File: config.mk
export PLATFORM = sky130hd
export DESIGN_NAME = pipe_ctrl_flat
export DESIGN_NICKNAME = d
export VERILOG_FILES = /design/src/rtl/y86_pkg.sv /design/src/rtl/pipe_ctrl_if.sv /design/src/rtl/sat_counter.sv /design/src/rtl/pipe_ctrl.sv /design/src/flat_wrapper.sv
export SDC_FILE = /design/constraint.sdc
export NUM_CORES = 1
export LEC_CHECK = 0
export BUFFER_PORTS_ARGS = -buffer_cell sky130_fd_sc_hd__buf_2
export CAP_MARGIN = 20
export CORE_MARGIN = 2
export CORE_UTILIZATION = 45
export CTS_CLUSTER_SIZE = 28
export DETAILED_ROUTE_END_ITERATION = 6
export PLACE_DENSITY = 0.81
export SLEW_MARGIN = 30
export SYNTH_ARGS = -nofsm -noshare
export SYNTH_HDL_FRONTEND = slang
export SYNTH_SLANG_ARGS = --single-unit
File: constraint.sdc
create_clock -name clk -period 2.6 [get_ports clk]
set_input_delay 0.39 -clock clk [delete_from_list [all_inputs] [get_ports clk]]
set_output_delay 0.39 -clock clk [all_outputs]
set_load 0.02 [all_outputs]
File: src/rtl/y86_pkg.sv
// Shared Y86 pipeline encodings and the hazard-controller state type.
package y86_pkg;

  localparam logic [3:0] I_NOP    = 4'h1;
  localparam logic [3:0] I_MRMOVQ = 4'h5;
  localparam logic [3:0] I_JXX    = 4'h7;
  localparam logic [3:0] I_RET    = 4'h9;
  localparam logic [3:0] I_POPQ   = 4'hB;
  localparam logic [3:0] R_NONE   = 4'hF;

  localparam logic [2:0] S_AOK = 3'd1;
  localparam logic [2:0] S_HLT = 3'd2;
  localparam logic [2:0] S_ADR = 3'd3;
  localparam logic [2:0] S_INS = 3'd4;

  typedef enum logic {
    ST_RUN  = 1'b0,
    ST_HALT = 1'b1
  } ctrl_state_e;

  // Instructions whose result arrives from memory and so cannot be forwarded from execute.
  function automatic logic is_mem_load(input logic [3:0] icode);
    return (icode == I_MRMOVQ) || (icode == I_POPQ);
  endfunction

endpackage

File: src/rtl/pipe_ctrl_if.sv
// Stage status in, stall/bubble controls and performance counters out.
interface pipe_ctrl_if #(
  parameter int CNT_W = 32
) ();

  logic [3:0]       D_icode;
  logic [3:0]       d_srcA;
  logic [3:0]       d_srcB;
  logic [3:0]       E_icode;
  logic [3:0]       E_dstM;
  logic             e_Cnd;
  logic [3:0]       M_icode;
  logic [2:0]       m_stat;
  logic [2:0]       W_stat;
  logic             F_stall;
  logic             D_stall;
  logic             W_stall;
  logic             D_bubble;
  logic             E_bubble;
  logic             M_bubble;
  logic             halted;
  logic [2:0]       halt_stat;
  logic [CNT_W-1:0] cycle_cnt;
  logic [CNT_W-1:0] stall_cnt;
  logic [CNT_W-1:0] bubble_cnt;

  modport master (
    output D_icode, d_srcA, d_srcB, E_icode, E_dstM, e_Cnd, M_icode, m_stat, W_stat,
    input  F_stall, D_stall, W_stall, D_bubble, E_bubble, M_bubble,
    input  halted, halt_stat, cycle_cnt, stall_cnt, bubble_cnt
  );

  modport slave (
    input  D_icode, d_srcA, d_srcB, E_icode, E_dstM, e_Cnd, M_icode, m_stat, W_stat,
    output F_stall, D_stall, W_stall, D_bubble, E_bubble, M_bubble,
    output halted, halt_stat, cycle_cnt, stall_cnt, bubble_cnt
  );

endinterface

File: src/rtl/sat_counter.sv
// Up-counter that sticks at all-ones instead of wrapping.
module sat_counter #(
  parameter int CNT_W = 32
) (
  input  logic             clk,
  input  logic             rst_n,
  input  logic             clear,
  input  logic             inc,
  output logic [CNT_W-1:0] cnt
);

  localparam logic [CNT_W-1:0] CNT_MAX = {CNT_W{1'b1}};
  localparam logic [CNT_W-1:0] CNT_ONE = {{(CNT_W-1){1'b0}}, 1'b1};

  // Count register: clear wins over increment, saturation blocks the wrap.
  always_ff @(posedge clk or negedge rst_n) begin
    if (!rst_n) begin
      cnt <= {CNT_W{1'b0}};
    end else if (clear) begin
      cnt <= {CNT_W{1'b0}};
    end else if (inc && (cnt != CNT_MAX)) begin
      cnt <= cnt + CNT_ONE;
    end else begin
      cnt <= cnt;
    end
  end

endmodule

File: src/rtl/pipe_ctrl.sv
// Y86 pipeline hazard controller: stall/bubble generation, halt tracking, perf counters.
module pipe_ctrl
  import y86_pkg::*;
#(
  parameter int CNT_W = 32
) (
  input  logic         clk,
  input  logic         rst_n,
  pipe_ctrl_if.slave   pif
);

  ctrl_state_e state_r;
  ctrl_state_e state_nxt_s;
  logic [2:0]  halt_stat_r;

  logic lu_s, rp_s, mp_s, ex_s, w_bad_s;
  logic f_stall_s, d_stall_s, w_stall_s;
  logic d_bubble_s, e_bubble_s, m_bubble_s, halted_s;
  logic run_s, any_bubble_s;

  // Hazard detection from the current stage contents.
  always_comb begin
    lu_s    = is_mem_load(pif.E_icode) && (pif.E_dstM != R_NONE) &&
              ((pif.E_dstM == pif.d_srcA) || (pif.E_dstM == pif.d_srcB));
    rp_s    = (pif.D_icode == I_RET) || (pif.E_icode == I_RET) || (pif.M_icode == I_RET);
    mp_s    = (pif.E_icode == I_JXX) && !pif.e_Cnd;
    w_bad_s = (pif.W_stat != S_AOK);
    ex_s    = (pif.m_stat != S_AOK) || w_bad_s;
  end

  // State register.
  always_ff @(posedge clk or negedge rst_n) begin
    if (!rst_n) begin
      state_r <= ST_RUN;
    end else begin
      state_r <= state_nxt_s;
    end
  end

  // Next state: a bad status reaching writeback stops the machine until reset.
  always_comb begin
    state_nxt_s = state_r;
    case (state_r)
      ST_RUN:  begin
        if (w_bad_s) begin
          state_nxt_s = ST_HALT;
        end else begin
          state_nxt_s = ST_RUN;
        end
      end
      ST_HALT: state_nxt_s = ST_HALT;
      default: state_nxt_s = ST_RUN;
    endcase
  end

  // Halt cause is latched on the same edge that enters HALT.
  always_ff @(posedge clk or negedge rst_n) begin
    if (!rst_n) begin
      halt_stat_r <= S_AOK;
    end else if ((state_r == ST_RUN) && w_bad_s) begin
      halt_stat_r <= pif.W_stat;
    end else begin
      halt_stat_r <= halt_stat_r;
    end
  end

  // Control outputs; a mispredict squashes decode, so it overrides a load-use stall there.
  always_comb begin
    f_stall_s  = 1'b0;
    d_stall_s  = 1'b0;
    w_stall_s  = 1'b0;
    d_bubble_s = 1'b0;
    e_bubble_s = 1'b0;
    m_bubble_s = 1'b0;
    halted_s   = 1'b0;
    case (state_r)
      ST_RUN: begin
        f_stall_s  = lu_s | rp_s;
        d_stall_s  = lu_s & ~mp_s;
        d_bubble_s = mp_s | (~lu_s & rp_s);
        e_bubble_s = mp_s | lu_s;
        m_bubble_s = ex_s;
        w_stall_s  = w_bad_s;
      end
      ST_HALT: begin
        f_stall_s = 1'b1;
        d_stall_s = 1'b1;
        w_stall_s = 1'b1;
        halted_s  = 1'b1;
      end
      default: begin
        halted_s = 1'b0;
      end
    endcase
  end

  assign pif.F_stall   = f_stall_s;
  assign pif.D_stall   = d_stall_s;
  assign pif.W_stall   = w_stall_s;
  assign pif.D_bubble  = d_bubble_s;
  assign pif.E_bubble  = e_bubble_s;
  assign pif.M_bubble  = m_bubble_s;
  assign pif.halted    = halted_s;
  assign pif.halt_stat = halt_stat_r;

  assign run_s        = (state_r == ST_RUN);
  assign any_bubble_s = d_bubble_s | e_bubble_s | m_bubble_s;

  sat_counter #(.CNT_W(CNT_W)) u_cycle_cnt (
    .clk   (clk),
    .rst_n (rst_n),
    .clear (1'b0),
    .inc   (run_s),
    .cnt   (pif.cycle_cnt)
  );

  sat_counter #(.CNT_W(CNT_W)) u_stall_cnt (
    .clk   (clk),
    .rst_n (rst_n),
    .clear (1'b0),
    .inc   (run_s & f_stall_s),
    .cnt   (pif.stall_cnt)
  );

  sat_counter #(.CNT_W(CNT_W)) u_bubble_cnt (
    .clk   (clk),
    .rst_n (rst_n),
    .clear (1'b0),
    .inc   (run_s & any_bubble_s),
    .cnt   (pif.bubble_cnt)
  );

endmodule

File: src/flat_wrapper.sv
// flat-port wrapper written by rule: the top's interface ports become plain ports
module pipe_ctrl_flat import y86_pkg::*;
#(
  parameter int CNT_W = 32
)
  (clk, rst_n, pif_D_icode, pif_d_srcA, pif_d_srcB, pif_E_icode, pif_E_dstM, pif_e_Cnd, pif_M_icode, pif_m_stat, pif_W_stat, pif_F_stall, pif_D_stall, pif_W_stall, pif_D_bubble, pif_E_bubble, pif_M_bubble, pif_halted, pif_halt_stat, pif_cycle_cnt, pif_stall_cnt, pif_bubble_cnt);
  pipe_ctrl_if #(.CNT_W(CNT_W)) pif_i ();
  input  logic clk;
  input  logic rst_n;
  input wire logic [$bits(pif_i.D_icode)-1:0] pif_D_icode;
  input wire logic [$bits(pif_i.d_srcA)-1:0] pif_d_srcA;
  input wire logic [$bits(pif_i.d_srcB)-1:0] pif_d_srcB;
  input wire logic [$bits(pif_i.E_icode)-1:0] pif_E_icode;
  input wire logic [$bits(pif_i.E_dstM)-1:0] pif_E_dstM;
  input wire logic [$bits(pif_i.e_Cnd)-1:0] pif_e_Cnd;
  input wire logic [$bits(pif_i.M_icode)-1:0] pif_M_icode;
  input wire logic [$bits(pif_i.m_stat)-1:0] pif_m_stat;
  input wire logic [$bits(pif_i.W_stat)-1:0] pif_W_stat;
  output wire logic [$bits(pif_i.F_stall)-1:0] pif_F_stall;
  output wire logic [$bits(pif_i.D_stall)-1:0] pif_D_stall;
  output wire logic [$bits(pif_i.W_stall)-1:0] pif_W_stall;
  output wire logic [$bits(pif_i.D_bubble)-1:0] pif_D_bubble;
  output wire logic [$bits(pif_i.E_bubble)-1:0] pif_E_bubble;
  output wire logic [$bits(pif_i.M_bubble)-1:0] pif_M_bubble;
  output wire logic [$bits(pif_i.halted)-1:0] pif_halted;
  output wire logic [$bits(pif_i.halt_stat)-1:0] pif_halt_stat;
  output wire logic [$bits(pif_i.cycle_cnt)-1:0] pif_cycle_cnt;
  output wire logic [$bits(pif_i.stall_cnt)-1:0] pif_stall_cnt;
  output wire logic [$bits(pif_i.bubble_cnt)-1:0] pif_bubble_cnt;
  assign pif_i.D_icode = pif_D_icode;
  assign pif_i.d_srcA = pif_d_srcA;
  assign pif_i.d_srcB = pif_d_srcB;
  assign pif_i.E_icode = pif_E_icode;
  assign pif_i.E_dstM = pif_E_dstM;
  assign pif_i.e_Cnd = pif_e_Cnd;
  assign pif_i.M_icode = pif_M_icode;
  assign pif_i.m_stat = pif_m_stat;
  assign pif_i.W_stat = pif_W_stat;
  assign pif_F_stall = pif_i.F_stall;
  assign pif_D_stall = pif_i.D_stall;
  assign pif_W_stall = pif_i.W_stall;
  assign pif_D_bubble = pif_i.D_bubble;
  assign pif_E_bubble = pif_i.E_bubble;
  assign pif_M_bubble = pif_i.M_bubble;
  assign pif_halted = pif_i.halted;
  assign pif_halt_stat = pif_i.halt_stat;
  assign pif_cycle_cnt = pif_i.cycle_cnt;
  assign pif_stall_cnt = pif_i.stall_cnt;
  assign pif_bubble_cnt = pif_i.bubble_cnt;
  pipe_ctrl #(.CNT_W(CNT_W)) u_core (.clk(clk), .rst_n(rst_n), .pif(pif_i));
endmodule
==> results of run 1 <==
[routing by layer]
metal	track usage	routed length (um)	vias up
li1	-	-	1960
met1	0.266	5450	2093
met2	0.336	6180	126
met3	0.0388	605	22
met4	0.0889	304	0
met5	0	0	-
[registers in the layout (all words and copies together) (netlist names)]
signal and count:
u_core.u_cycle_cnt.cnt 32, u_core.u_bubble_cnt.cnt 32, u_core.pif.halt_stat 3, u_core.u_stall_cnt.cnt 32
u_core.state_r 1
[cell families after synthesis]
group                      Yosys count  synth area share
and+or+nand+nor                    219             0.277
DFF                                100             0.483
xor gates and xnor gates            98             0.166
AOI/OAI and AO/OA                   26            0.0433
buffers and inverters               17            0.0193
adders and majority gates            3           0.00725
muxes                                2           0.00435
[cells in the mapped netlist (all sizes together), types with 2 or more instances]
library cell | instances | area share
nor4 | 13 | 0.031
a41oi | 2 | 0.0034
nand2 | 35 | 0.025
a21o | 2 | 0.0029
o211a | 3 | 0.0072
nand4 | 38 | 0.052
a21oi | 4 | 0.0039
or2 | 2 | 0.0024
and3 | 19 | 0.023
o21ai | 5 | 0.0056
buf | 8 | 0.013
dfrtp | 99 | 0.48
or4 | 2 | 0.0036
xnor2 | 45 | 0.076
nand3b | 2 | 0.0029
nor2 | 24 | 0.018
inv | 7 | 0.0051
nor3 | 22 | 0.031
nand2b | 2 | 0.0024
nor3b | 3 | 0.0053
nand3 | 27 | 0.028
xor2 | 53 | 0.090
a31oi | 2 | 0.0024
nor4bb | 3 | 0.0094
ha | 3 | 0.0072
nand4b | 2 | 0.0034
nor2b | 5 | 0.0060
clkbuf | 2 | 0.0015
and4 | 11 | 0.019
mux2 | 2 | 0.0043
and2 | 6 | 0.0072
[cell type report]
class	instances	area share
clock buffer	14	0.0417
clock inverter	2	0.00158
inverter	7	0.00415
multi-input combinational	348	0.407
sequential	100	0.396
tap	143	0.0283
timing repair buffer	146	0.121
[worst min-delay path by stage]
| stage | from | end | slack (ns) |
|---|---|---|---|
| final | pif_W_stat[0] | u_core.state_r | 0.32 |
| after floorplan | rst_n | u_core.pif.halt_stat[1] | 0.09 |
| after global placement | rst_n | u_core.u_stall_cnt.cnt[29] | 0.33 |
| after CTS | pif_W_stat[0] | u_core.state_r | 0.29 |
| after detailed placement | rst_n | u_core.u_stall_cnt.cnt[31] | 0.33 |
| after global routing | pif_W_stat[0] | u_core.state_r | 0.34 |
[cells in the final DEF (no fill, tap or decap), types with 6 or more instances in the layout]
master / n
and4_1: 11
xnor2_1: 45
nor2_1: 23
nor3_1: 14
nand3_1: 25
buf_4: 7
clkbuf_16: 9
dfrtp_1: 99
inv_1: 7
xor2_1: 53
nor3_2: 6
nand4_1: 33
nand2_1: 35
and3_1: 19
buf_2: 137
nor4_1: 6
[power by group through the flow]
stage | clock network [mW] | registers, mW | logic, mW
after global placement | 0 | 1.62 | 0.153
after floorplan | 0 | 1.64 | 0.0446
final | 1.26 | 1.59 | 0.158
after detailed placement | 0 | 1.62 | 0.159
after global routing | 1.34 | 1.59 | 0.174
after CTS | 1.28 | 1.59 | 0.161
[per-stage QoR]
step | setup WS [ns] | instances | util
global placement | 0.433 | 743 | 0.534
detailed placement | 0.332 | 743 | 0.534
finish | 0.328 | 760 | 0.559
CTS | 0.319 | 760 | 0.559
global route | 0.187 | 760 | 0.559
floorplan | 0.436 | 465 | -
[repair_timing]
| action | 4_1_cts | 5_1_grt |
|---|---|---|
| endpoints found under the hold margin | 24 | 0 |
| hold buffers | 1 | 0 |
| endpoints found under the setup margin | 0 | 0 |
==> results.txt, run 1 <==
Clock power frac - 0.418
Avg Inst Size Synth - 11.1 um^2
worst-skew pair later-pin latency - 0.35 ns
fill cell count - 1,001
Post-CTS Setup Inserts - 0
Max VDD drop - 364 uV
vias in the first global route - 4,223
outcome - finished, final reports clean
via count - 4,201
Max-slew headroom - 0.626
Leakage - 3.22 nW
P_sw - 0.681 mW
I/O Pins - 139
die area - 12,400 um^2
power per cell area - 476 nW/um^2
r2r startpoint - u_core.u_bubble_cnt.cnt[2]
port bufs - 138
Flop pwr share - 0.529
router iterations before antenna repair - 4
Req. time, crit path - 2.82 ns
crit path kind - register to register
crit-path cells - and4_1, and3_1, nand4_1, o211ai_2, buf_4, nor3_1, xor2_1
logic gate share of total power - 0.052
synthesized flop and latch total - 100
critical path's top delay family - simple AND/OR/NAND/NOR gates
CP Data Arrival Time - 2.49 ns
Core Box Area - 11,300 um^2
Placed Area - 6040 um^2
worst slew pin tran - 0.556 ns
cell area after synthesis - 5180 um^2
Die X-Extent - 111 um
post-route cell area - 6330 um^2
CTS Buf Count - 9
FF-to-FF setup slack - 0.33 ns
Post-synth top flop - dfrtp_1
DPL Wire Length - 9290 um
Layout Area Growth over Synthesis - 22.2%
final setup vio count - 0
row count - 39
routed wire length - 12,500 um
Setup crit end kind - register
Startpoint Class - register
clock-pin slew on the worst setup and hold paths - 0.07 ns
Synth Instances - 465
register area - 2500 um^2
Pint - 2.33 mW
unrepaired setup endpoints after global routing - no
worst r2r dst - u_core.u_bubble_cnt.cnt[13]
area of the multi-input gates - 2570 um^2
routed len/inst - 16.5 um
layout cells sized above 1 - 0.321
gr ovfl total - 0
final hold viol count - 0
crit path max fanout - 12
sw frac - 0.226
nets - 648
post-synth net total - 501
Cells on Worst Hold Path - 2
DRT antenna net count - 0
Remaining DRCs - 0
CP startpoint - u_core.u_bubble_cnt.cnt[2]
largest net degree at the start of global routing - 49
CP Depth - 7
max incr delay on CP - 0.48 ns
Final GP Congestion - 0.871
clk sinks - 100
Worst Reg-to-Reg Cells - 7
Hold Path Class - primary input to register
global-route usage over all layers - 0.205
Max Fclk - 0.440 GHz
critical path's slowest cell - and3_1
final setup TNS - 0 ns
antenna cells - 0
post_cts resized - 0
register area share after synthesis - 0.483
warnings from Yosys - 0
Tmin final - 2.27 ns
asr flop ratio synth - 1.00
skew final - 0.00591 ns
initial DRC count - 147
Netlist cell types - 58
Bufs and invs on worst path - 1
Pins Over Slew Limit - 0
first-pass GRT wire length - 20,800 um
Initial Util - 0.457
vias per inst - 5.53
hold slack - 0.315 ns
MaxCap Viol Count - 0
htree depth - 3
clk buf depth - 2
Die H - 111 um
CTS tree - yes
Power Total - 3.01 mW
CTS root buffer - clkbuf_16
antenna violations before repair - 0
Final period util - 0.874
CP Capture Point - u_core.u_bubble_cnt.cnt[13]
Post-synth EDFFs - 0
Note: power is estimated with default switching activity, not from simulation.
==> inputs of run 2 (changes only) <==
CTS_BUF_LIST = sky130_fd_sc_hd__clkbuf_16   (was unset)
PLACE_DENSITY = 0.7   (was 0.81)
==> run 2 against run 1 <==
Net effect:
- non-clock buffer count fell by 4
- highest routed layer unchanged
- global-route usage fell by 0.26 points
- critical path type unchanged
- count of clock-buffer cells in the layout fell by 5
- final cell count fell by 0.53%
- clock skew fell by 0.00061 ns
- combinational power barely moved
- sequential share of layout area rose by 0.14 points
- via count fell by 1.2%
==> results.txt, run 2 (synthesis results as in run 1) <==
DPL Wire Length - 9120 um (-1.8%)
CTS tree - yes
DRT antenna net count - 0 (unchanged)
final hold viol count - 0 (unchanged)
Post-CTS Setup Inserts - 0 (unchanged)
routed wire length - 12,200 um (-2.7%)
antenna cells - 0 (unchanged)
Startpoint Class - register
nets - 644 (-0.62%)
post-route cell area - 6300 um^2 (-0.36%)
Max Fclk - 0.436 GHz (-0.95%)
row count - 39 (unchanged)
initial DRC count - 222 (+51%)
hold slack - 0.0294 ns (-0.286 ns)
routed len/inst - 16.1 um (-2.2%)
CP Data Arrival Time - 2.51 ns (+0.02 ns)
clock-pin slew on the worst setup and hold paths - 0.07 ns (about the same)
antenna violations before repair - 0 (unchanged)
gr ovfl total - 0 (unchanged)
critical path's slowest cell - and3_1
CTS Buf Count - 9 (unchanged)
Final period util - 0.882 (+0.00837)
Initial Util - 0.457 (unchanged)
layout cells sized above 1 - 0.318 (-0.00280)
final setup vio count - 0 (unchanged)
Remaining DRCs - 0 (unchanged)
Final Non-Filler Cells - 756 (-0.53%)
final setup TNS - 0 ns (unchanged)
global-route usage over all layers - 0.202 (-0.00264)
Util after Layout - 0.557 (-0.00199)
clk sinks - 100 (unchanged)
Placed Area - 6020 um^2 (-0.37%)
Tmin final - 2.29 ns (+0.0218 ns)
unrepaired setup endpoints after global routing - no
vias per inst - 5.49 (-0.72%)
largest net degree at the start of global routing - 59 (+20%)
outcome - finished, final reports clean
worst-skew pair later-pin latency - 0.34 ns (about the same)
die area - 12,400 um^2 (unchanged)
router iterations before antenna repair - 4 (unchanged)
crit path max fanout - 12 (unchanged)
Pins Over Slew Limit - 0 (unchanged)
port bufs - 138 (unchanged)
max incr delay on CP - 0.49 ns (about the same)
MaxCap Viol Count - 0 (unchanged)
crit-path cells - ha_1, and3_1, nand4_1, o211ai_2, nor3_1, xor2_1
power per cell area - 484 nW/um^2 (+1.6%)
commonest non-fill, non-tap cell in the layout - buf_2
post_cts resized - 0 (unchanged)
Layout Area Growth over Synthesis - 21.7%
crit path kind - register to register
Leakage - 3.20 nW (-0.46%)
I/O Pins - 139 (unchanged)
Die X-Extent - 111 um (unchanged)
placed cell count - 740 (-0.40%)
Die H - 111 um (unchanged)
Final GP Congestion - 0.853 (-2.0%)
Hold Path Class - primary input to asynchronous set/reset pin
Max VDD drop - 349 uV (-4.2%)
clk buf depth - 2 (unchanged)
Setup crit end kind - register
CTS root buffer - clkbuf_16
Req. time, crit path - 2.81 ns (about the same)
skew final - 0.00529 ns (-0.000615 ns)
via count - 4,149 (-1.2%)
largest registers - u_core.u_bubble_cnt.cnt x32, u_core.u_cycle_cnt.cnt x32, u_core.u_stall_cnt.cnt x32
first-pass GRT wire length - 20,300 um (-2.3%)
hold buffers post-CTS - 0 (-1)
Max-slew headroom - 0.546 (-0.0800)
Core Box Area - 11,300 um^2 (unchanged)
commonest non-fill, non-tap cells in the layout - 137 x buf_2, 99 x dfrtp_1, 53 x xor2_1
worst slew pin tran - 0.679 ns (+0.123 ns)
vias in the first global route - 3,968 (-6.0%)
htree depth - 3 (unchanged)
## run 2: cell types whose count changed in the layout (fill, tap and decap cells not counted)
cell           previous run  this run
buf_4                     7         4
clkbuf_1                  3         0
clkbuf_8                  2         0
clkinv_1                  0         2
bufinv_16                 0         1
clkinvlp_4                0         1
dlygate4sd3_1             1         0
inv_1                     7         8
## run 2: power by group
| group | switching [mW] | internal (mW) |
|---|---|---|
| clock network | 0.564 | 0.733 |
| logic | 0.100 | 0.0575 |
| registers | 0.0210 | 1.57 |
## run 2: final cells by class
| type | instances | area, um^2 |
|---|---|---|
| well taps | 143 | 179 |
| repair buffers | 142 | 736 |
| clock buffers | 9 | 225 |
| clock inverters | 7 | 58.8 |
| flip-flops and latches | 100 | 2500 |
| multi-input cells | 348 | 2570 |
| fillers | 1029 | 5020 |
| inverters | 7 | 26.3 |
## run 2: per-layer routing
| metal | GRT usage | part of all wire |
|---|---|---|
| met3 | 0.0350 | 0.051 |
| met1 | 0.275 | 0.45 |
| met2 | 0.331 | 0.49 |
| met5 | 0 | 0 |
| met4 | 0.0667 | 0.016 |
## run 2: worst max-delay path, delay by kind of cell (launching register included)
family | cells | cell delay (ns)
DFF | 1 | 0.47
xor gates and xnor gates | 1 | 0.17
and+or+nand+nor | 3 | 0.93
AOI/OAI and AO/OA | 1 | 0.34
adders and majority gates | 1 | 0.25
## run 2: worst paths after layout
path | from | end | slack, ns | cells after the start
setup / recovery | u_core.u_bubble_cnt.cnt[0] | u_core.u_bubble_cnt.cnt[14] | 0.31 | 6
hold / removal | rst_n | u_core.u_bubble_cnt.cnt[19] | 0.03 | 1
setup reg to reg | u_core.u_bubble_cnt.cnt[0] | u_core.u_bubble_cnt.cnt[14] | 0.31 | 6
hold reg to reg | u_core.u_bubble_cnt.cnt[23] | u_core.u_bubble_cnt.cnt[23] | 0.48 | 1
max in group asynchronous | rst_n | u_core.pif.halt_stat[0] | 1.82 | 2
min in group clk | pif_W_stat[2] | u_core.pif.halt_stat[2] | 0.32 | 2
## run 2: per-stage QoR
stage / power (mW) / setup slack (ns)
floorplan: 1.68 / 0.436
global placement: 1.78 / 0.309
detailed placement: 1.78 / 0.289
CTS: 3.09 / 0.353
global route: 3.16 / 0.219
finish: 3.05 / 0.306
